File: src/rtl/bambu_slave_port_master.sv
// Single-channel Bambu slave-port master: serialises byte accesses and kernel runs, one at a time.
// Access latency is at least 2 cycles from handshake to rsp_valid; cmd_ready is low outside IDLE.
module bambu_slave_port_master #(
  parameter int TIMEOUT = 16
) (
  input  logic        clock,
  input  logic        reset,
  input  logic        cmd_valid,
  output logic        cmd_ready,
  input  logic        cmd_we,
  input  logic [6:0]  cmd_addr,
  input  logic [7:0]  cmd_wdata,
  output logic        rsp_valid,
  output logic [7:0]  rsp_rdata,
  output logic        rsp_err,
  input  logic        run_req,
  output logic        run_busy,
  output logic        run_done,
  output logic [31:0] run_cycles,
  output logic        start_port,
  input  logic        done_port,
  output logic [1:0]  S_oe_ram,
  output logic [1:0]  S_we_ram,
  output logic [13:0] S_addr_ram,
  output logic [15:0] S_Wdata_ram,
  output logic [7:0]  S_data_ram_size,
  input  logic [15:0] Sout_Rdata_ram,
  input  logic [1:0]  Sout_DataRdy
);

  localparam int TW = (TIMEOUT > 1) ? $clog2(TIMEOUT) : 1;
  localparam logic [TW-1:0] TMO_LAST = TW'(TIMEOUT - 1);

  typedef enum logic [2:0] {
    IDLE, MEM, RSP, RUN_START, RUN_WAIT, RUN_DONE
  } state_t;

  state_t        state_q;
  logic          we_q;
  logic [6:0]    addr_q;
  logic [7:0]    wdata_q;
  logic [TW-1:0] tmo_q;
  logic [TW-1:0] tmo_d;
  logic [31:0]   run_cnt_q;
  logic [31:0]   run_cnt_d;
  logic [31:0]   run_cycles_q;
  logic [7:0]    rsp_rdata_q;
  logic          rsp_err_q;
  logic          rsp_valid_q;
  logic          start_q;
  logic          busy_q;
  logic          run_done_q;
  logic          mem_act;

  assign tmo_d     = tmo_q + 1'b1;
  assign run_cnt_d = (&run_cnt_q) ? run_cnt_q : run_cnt_q + 32'd1;

  always_ff @(posedge clock or negedge reset) begin
    if (!reset) begin
      state_q      <= IDLE;
      we_q         <= 1'b0;
      addr_q       <= '0;
      wdata_q      <= '0;
      tmo_q        <= '0;
      run_cnt_q    <= '0;
      run_cycles_q <= '0;
      rsp_rdata_q  <= '0;
      rsp_err_q    <= 1'b0;
      rsp_valid_q  <= 1'b0;
      start_q      <= 1'b0;
      busy_q       <= 1'b0;
      run_done_q   <= 1'b0;
    end else begin
      rsp_valid_q <= 1'b0;
      start_q     <= 1'b0;
      run_done_q  <= 1'b0;
      case (state_q)
        IDLE: begin
          // A pending command always wins over a run request.
          if (cmd_valid) begin
            we_q    <= cmd_we;
            addr_q  <= cmd_addr;
            wdata_q <= cmd_wdata;
            tmo_q   <= '0;
            state_q <= MEM;
          end else if (run_req) begin
            start_q <= 1'b1;
            busy_q  <= 1'b1;
            state_q <= RUN_START;
          end
        end
        MEM: begin
          if (Sout_DataRdy[0]) begin
            rsp_rdata_q <= we_q ? 8'h00 : Sout_Rdata_ram[7:0];
            rsp_err_q   <= 1'b0;
            rsp_valid_q <= 1'b1;
            state_q     <= RSP;
          end else if (tmo_q == TMO_LAST) begin
            rsp_rdata_q <= 8'h00;
            rsp_err_q   <= 1'b1;
            rsp_valid_q <= 1'b1;
            state_q     <= RSP;
          end else begin
            tmo_q <= tmo_d;
          end
        end
        RSP: state_q <= IDLE;
        RUN_START: begin
          run_cnt_q <= '0;
          state_q   <= RUN_WAIT;
        end
        RUN_WAIT: begin
          // The cycle that samples done_port is counted too.
          run_cnt_q <= run_cnt_d;
          if (done_port) begin
            run_cycles_q <= run_cnt_d;
            run_done_q   <= 1'b1;
            state_q      <= RUN_DONE;
          end
        end
        RUN_DONE: begin
          busy_q  <= 1'b0;
          state_q <= IDLE;
        end
        default: state_q <= IDLE;
      endcase
    end
  end

  assign mem_act = (state_q == MEM);

  assign cmd_ready  = (state_q == IDLE);
  assign rsp_valid  = rsp_valid_q;
  assign rsp_rdata  = rsp_rdata_q;
  assign rsp_err    = rsp_err_q;
  assign run_busy   = busy_q;
  assign run_done   = run_done_q;
  assign run_cycles = run_cycles_q;
  assign start_port = start_q;

  assign S_oe_ram        = {1'b0, mem_act & ~we_q};
  assign S_we_ram        = {1'b0, mem_act & we_q};
  assign S_addr_ram      = {7'd0, mem_act ? addr_q : 7'd0};
  assign S_Wdata_ram     = {8'd0, (mem_act & we_q) ? wdata_q : 8'd0};
  assign S_data_ram_size = {4'd0, mem_act ? 4'd8 : 4'd0};

  logic unused_ch1;
  assign unused_ch1 = ^{Sout_Rdata_ram[15:8], Sout_DataRdy[1]};

endmodule
File: config.mk
export PLATFORM = sky130hd
export DESIGN_NAME = bambu_slave_port_master
export DESIGN_NICKNAME = d
export VERILOG_FILES = /design/src/rtl/bambu_slave_port_master.sv
export SDC_FILE = /design/constraint.sdc
export NUM_CORES = 1
export LEC_CHECK = 0
export CAP_MARGIN = 10
export CORE_UTILIZATION = 46
export CTS_BUF_LIST = sky130_fd_sc_hd__clkbuf_4 sky130_fd_sc_hd__clkbuf_8 sky130_fd_sc_hd__clkbuf_16
export DETAILED_ROUTE_END_ITERATION = 8
export PLACE_DENSITY = 0.77
export SYNTH_ARGS = -nofsm -noshare
export SYNTH_HDL_FRONTEND = slang
export SYNTH_SLANG_ARGS = --single-unit
File: constraint.sdc
create_clock -name clock -period 2.2 [get_ports clock]
set_clock_uncertainty 0.2 [all_clocks]
set_input_delay 0.33 -clock clock [delete_from_list [all_inputs] [get_ports clock]]
set_output_delay 0.33 -clock clock [all_outputs]
set_load 0.01 [all_outputs]
==> results of run 1 <==
## cell usage after synthesis, types with 2 or more instances
master / instances / share of area
and3_1: 13 / 0.015
and2_1: 13 / 0.015
o21ai_1: 7 / 0.0063
inv_1: 7 / 0.0048
clkbuf_1: 23 / 0.016
buf_6: 4 / 0.0082
a211oi_1: 3 / 0.0041
a22o_1: 8 / 0.013
or4_2: 3 / 0.0048
nor3_1: 9 / 0.0082
o211ai_1: 18 / 0.024
a21o_1: 5 / 0.0068
xor2_1: 4 / 0.0063
or3_1: 11 / 0.012
a31oi_1: 37 / 0.042
a32o_1: 2 / 0.0036
buf_4: 30 / 0.041
nand3_1: 36 / 0.033
a21oi_1: 11 / 0.010
nor4_4: 2 / 0.0077
o31ai_4: 2 / 0.0077
buf_1: 2 / 0.0014
nand2_1: 65 / 0.044
mux2_2: 17 / 0.035
nor2_1: 30 / 0.020
dfrtp_1: 100 / 0.45
o311ai_0: 2 / 0.0032
xnor2_1: 6 / 0.0095
nand4_2: 2 / 0.0045
o21ai_0: 26 / 0.024
a211o_1: 4 / 0.0063
a41oi_1: 3 / 0.0048
nor4_1: 7 / 0.0079
nand4_1: 6 / 0.0068
ha_1: 2 / 0.0045
and4_1: 4 / 0.0063
buf_2: 6 / 0.0054
nand2b_1: 2 / 0.0023
or4_1: 19 / 0.026
or4_4: 2 / 0.0041
o31a_1: 2 / 0.0032
## cells in the final DEF, fill, tap and decap left out, types with 10 or more instances in the layout
master	count
a31oi_1	36
and2_1	12
and3_1	11
buf_4	118
buf_6	15
clkdlybuf4s50_1	73
conb_1	24
dfrtp_1	90
dfrtp_2	10
dlygate4sd2_1	18
mux2_2	17
nand2_1	60
nand3_1	30
nor2_1	28
o211ai_1	18
o21ai_0	11
o21ai_1	15
or3_1	11
or4_1	13
## final cells by class
type | instances | area, um^2 | area share
clock buffers | 11 | 240.2 | 0.02949
clock inverters | 5 | 46.29 | 0.005683
inverters | 8 | 30.03 | 0.003686
multi-input cells | 424 | 2983 | 0.3661
flip-flops and latches | 100 | 2515 | 0.3087
well taps | 143 | 178.9 | 0.02196
repair buffers | 235 | 2153 | 0.2643
## state kept, by name (all words and copies together), names as in the netlist, 3 cells and up
signal and count:
run_cnt_q 32, wdata_q 8, tmo_q 4, state_q 3
addr_q 7, run_cycles 32, rsp_rdata 8
## per-layer routing
metal	routed length [um]	share of wire	vias to the layer above
met5	0	0	-
met4	554	0.032	0
met3	1166	0.066	56
met2	8809	0.50	287
met1	7024	0.40	2733
li1	-	-	2486
## logic make-up after synthesis
family	Yosys count
buffers and inverters	75
XOR/XNOR	10
AO/OA/AOI/OAI	135
other	1
AND/OR/NAND/NOR	235
flip-flops	100
adder cells (fa/ha/maj)	2
multiplexers	17
## power by group through the flow
stage	logic (mW)	registers, mW	clock network [mW]
floorplan	1.24	2.56	0
global placement	2.54	2.48	0
detailed placement	2.62	2.52	0
CTS	2.60	2.51	1.58
global route	2.83	2.57	1.63
finish	2.64	2.51	1.54
## worst register-to-register path: stages, from the launching register on
cell and delay, ns:
dfrtp_2 0.43, and4_4 0.26, nand4_1 0.25, or4_4 0.64
or4_1 0.42, nand3_1 0.10
## timing repair
action | in CTS | in global routing
endpoints found under the hold margin | 35 | 0
setup endpoints to repair | 66 | 65
setup buffers | 13 | 13
gates resized for setup | 67 | 53
pin swaps | 33 | 23
hold buffers | 1 | 0
gates cloned | 4 | 0
## stage by stage
| stage | instances | total power, mW | setup slack, ns |
|---|---|---|---|
| 2_1_floorplan | 598 | 3.796 | -0.04159 |
| 3_3_place_gp | 881 | 5.020 | -0.06507 |
| 3_5_place_dp | 881 | 5.141 | -0.1095 |
| 4_1_cts | 915 | 6.697 | -0.1550 |
| 5_1_grt | 926 | 7.031 | -0.2063 |
| 6_report | 926 | 6.699 | -0.1769 |
## worst max path at each step
| stage | cells after the start | endpoint | from | slack [ns] |
|---|---|---|---|---|
| 2_1_floorplan | 7 | run_cycles[20] | run_cnt_q[0] | -0.04 |
| 3_3_place_gp | 6 | run_cnt_q[28] | run_cnt_q[11] | -0.07 |
| 6_report | 5 | run_cycles[25] | run_cnt_q[11] | -0.18 |
| 4_1_cts | 9 | run_cycles[21] | run_cnt_q[1] | -0.16 |
| 5_1_grt | 7 | run_cycles[8] | run_cnt_q[15] | -0.21 |
| 3_5_place_dp | 6 | run_cnt_q[28] | run_cnt_q[11] | -0.11 |
==> reports/metrics.cfg, run 1 <==
[run_status]
status = complete, but fails checks
violations = DRC, setup timing

[sta]
hold_ws_ns = 0.2888
rsz0062_at_grt = true
finalSetupTns_ns = -4.009
fmax_mhz = 420.7
fin_crit_ns = 2.377
slew_viol_final = 0
final_hold_viol_count = 0
fin_ws_ns = -0.1769
min_period_over_period = 1.080
tightest_slew_ns = 0.7518
setup_viol = 54
max_slew_margin = 0.4950

[yosys]
syn_inst = 575
async_flop_share = 1.000
synthDistinctLibCells = 61
synthAdderAreaFrac = 0.004534
yosysSeqAreaShare = 0.4534
postSynthAreaPerCell_um2 = 9.598
synth_ff_type = dfrtp_1
synth_xor_area_frac = 0.01587
muxShareOfSynthArea = 0.03469
synth_edf_count = 0
ys_ff_latch = 100
synth_simple_gate_area_frac = 0.2387
synth_top_family_by_area = simple AND/OR/NAND/NOR gates
synth_area_mm2 = 0.005519
synth-compound-area-share = 0.1707
ys_warn_count = 0

[worst_hold_path]
min_from = run_cycles[27]
hold_depth = 2
hp-class = reg -> reg
worstHoldEndpoint = run_cycles[27]

[grt]
antenna_found_initial = 0
grt_max_degree = 50
grt_pass1_wl_um = 27170
globalRouteOverflowTotal = 0
grt_use_total = 0.2744
grt_pass1_vias = 5329
grt.busiest_layer = met2
met1_usage = 0.3651
grt.met3_usage = 0.04300
gr-usage-met2 = 0.4442

[power]
vdd_drop_max_uv = 403.5
switching_share = 0.3413
p_per_area_mw_per_mm2 = 822.3
pwr-share-comb = 0.394
clkPwrFrac = 0.231
p_seq_frac = 0.375
p_leak_nw = 3.651
power.internal_mw = 4.412
power_switching_mw = 2.287

[routing]
wirelength_um = 17550
viasPerCell = 6.006
drtIter0Drc = 407
drt_first_pass_iters = 7
drtAntennaViolNets = 0
num_vias = 5562
wl_per_cell_um = 18.96
post-route-drc-count = 9

[cts]
clock_path_buffers = 2
htree_levels = 3
cts_sinks = 100
cts_buffers = 9
cts_root_buf = clkbuf_16
clk_pin_slew_worst_paths_ns = 0.07
clk_latency_ns = 0.35
cts_tree = yes

[setup_path]
critPathRequiredTime_ns = 2.28
crit_type = reg -> reg
critPathMaxStageDelay_ns = 0.64
cp-end-kind = flip-flop
critPathTopFamily = simple AND/OR/NAND/NOR gates
critPathBufInv = 0
crit_slowest_cell = or4_4
ff2ff_setup_slack_ns = -0.18
arrival_ns = 2.46
worstPathCellList = and4_4 > nand4_1 > or4_4 > or4_1 > nand3_1
worstPathMaxFanout = 4
cp-start-kind = flip-flop
r2r_end = run_cycles[25]
r2r-start = run_cnt_q[11]
r2r_cells = 5

[placement]
hpwlAfterDp_um = 11220
port_buffers = 93
gp_congestion = 0.9163
dpl_cell_area_mm2 = 0.007284

[die]
ioPinCount = 127
coreArea_mm2 = 0.01156
fp.dieArea_mm2 = 0.01244
fp.dieH_um = 111.5
dieWidth_um = 111.5
start_util = 0.4772
rows = 39

[layout]
nets = 819
drive_gt1_frac = 0.3269
fillers = 812
finalInstanceArea_mm2 = 0.008147
antenna_cells = 0
fin_util = 0.7044
area_delta_synth_final_pct = 47.61

[flow_run]
cap_violations = 0

Note: power is estimated with default switching activity, not from simulation.
==> inputs of run 2 (changes only) <==
CORE_MARGIN = 10   (was not set)
CTS_BUF_LIST = not set   (was sky130_fd_sc_hd__clkbuf_4 sky130_fd_sc_hd__clkbuf_8 sky130_fd_sc_hd__clkbuf_16)
TNS_END_PERCENT = 10   (was not set)
==> run 2 against run 1 <==
  * Maximum frequency increased by 6.3%
  * Total power decreased by 1.8%
  * Flip-flop and latch count unchanged
  * Final cell count decreased by 2.4%
  * The run ends with setup timing left
  * Wire length decreased by 6.7%
  * Die area increased by 35%
==> reports/metrics.cfg, run 2 (synthesis results as in run 1) <==
[run_status]
status = complete, but fails checks
violations = setup timing

[setup_path]
worstPathMaxFanout = 4
ff2ff_setup_slack_ns = -0.04
critPathMaxStageDelay_ns = 0.57
critPathRequiredTime_ns = 2.28
cp-start-kind = flip-flop
critPathBufInv = 0
cp-end-kind = flip-flop
crit_type = reg -> reg
critPathTopFamily = simple AND/OR/NAND/NOR gates
worstPathCellList = and4_1 > nand4_1 > or4_4 > or4_1 > nand3_1
crit_slowest_cell = or4_4
arrival_ns = 2.32

[grt]
grt_pass1_vias = 5134
grt_use_total = 0.1901
grt_max_degree = 59
grt_pass1_wl_um = 25940
antenna_found_initial = 0
globalRouteOverflowTotal = 0

[layout]
seq_area_mm2 = 0.002507
nets = 798
fin_util = 0.6631
drive_gt1_frac = 0.2681
finalInstanceArea_mm2 = 0.007669
final_common_cell = buf_4
final_cell_mix = 111 x buf_4, 96 x dfrtp_1, 73 x clkdlybuf4s50_1
antenna_cells = 0
multi_input_area_mm2 = 0.002779
fillers = 906
area_delta_synth_final_pct = 38.95
layoutNonFillerInstCount = 904

[sta]
min_period_over_period = 1.016
setup_viol = 8
final_hold_viol_count = 0
max_slew_margin = 0.6314
fin_ws_ns = -0.03542
fmax_mhz = 447.3
fin_crit_ns = 2.235
tightest_slew_ns = 0.5479
rsz0062_at_grt = true
slew_viol_final = 0

[routing]
wirelength_um = 16380
drtAntennaViolNets = 0
wl_per_cell_um = 18.12
viasPerCell = 5.711
post-route-drc-count = 0
drtIter0Drc = 383
num_vias = 5163
drt_first_pass_iters = 5

[die]
coreArea_mm2 = 0.01156
rows = 39
start_util = 0.4772
fp.dieH_um = 129.5
fp.dieArea_mm2 = 0.01678
dieWidth_um = 129.5
ioPinCount = 127

[flow_run]
cap_violations = 0

[cts]
cts_tree = yes
cts_root_buf = clkbuf_16
cts_sinks = 100
htree_levels = 3
clock_path_buffers = 2
clk_latency_ns = 0.35
cts_buffers = 9
clk_pin_slew_worst_paths_ns = 0.07

[placement]
hpwlAfterDp_um = 11870
gp_congestion = 0.9255
port_buffers = 93
dpl_cell_area_mm2 = 0.007257
dpl.cell_count = 884

[worst_hold_path]
hp-class = in -> async

[power]
vdd_drop_max_uv = 362.0
p_per_area_mw_per_mm2 = 858.0
total_power_mw = 6.580
p_leak_nw = 3.460

-- run 2: stage by stage --
stage | TNS (ns) | worst slack, ns | hold WS, ns
after global routing | -2.990 | -0.1392 | 0.1596
after floorplan | -0.8413 | -0.07047 | -0.1656
final | -0.1353 | -0.03542 | 0.1623
after CTS | -0.4794 | -0.1699 | 0.1509
after global placement | -0.1116 | -0.03642 | -0.03405
after detailed placement | -0.6484 | -0.08456 | -0.03241
-- run 2: worst register-to-register path, stage by stage (launching register included) --
cell,delay (ns)
dfrtp_1,0.43
and4_1,0.23
nand4_1,0.23
or4_4,0.57
or4_1,0.41
nand3_1,0.10
-- run 2: where the power goes --
part / switching, mW / total (mW) / internal (mW)
clock: 0.708 / 1.50 / 0.794
combinational: 1.25 / 2.58 / 1.33
sequential: 0.256 / 2.50 / 2.25
total: 2.21 / 6.58 / 4.37
-- run 2: final timing paths --
kind,start,end,cells after the start
max,run_cnt_q[12],run_cycles[29],5
max reg2reg,run_cnt_q[12],run_cycles[29],5
min,reset,run_cycles[18],2
min in group clock,run_cycles[17],run_cycles[17],2
min reg2reg,run_cycles[17],run_cycles[17],2
max in group asynchronous,reset,run_cnt_q[28],3
-- run 2: area by class of cell --
class                           instances  share of cell area
Clock inverter                          5            0.004732
Clock buffer                           10             0.03116
Timing Repair Buffer                  215              0.2475
Inverter                                8            0.003916
Multi-Input combinational cell        423              0.3624
Sequential cell                       100              0.3270
Tap cell                              143             0.02333
-- run 2: metal layers --
layer,share of wire,global-route usage
met5,0,0
met4,0.016,0.05423
met3,0.061,0.04038
met2,0.51,0.3249
met1,0.42,0.2378
-- run 2: timing repair --
item | in CTS | in global routing
endpoints found under the hold margin | 100 | 0
endpoints found under the setup margin | 52 | 62
cloned | 0 | 0
pin swaps | 7 | 13
hold buffers | 1 | 0
resized for setup | 30 | 41
buffers inserted | 0 | 4
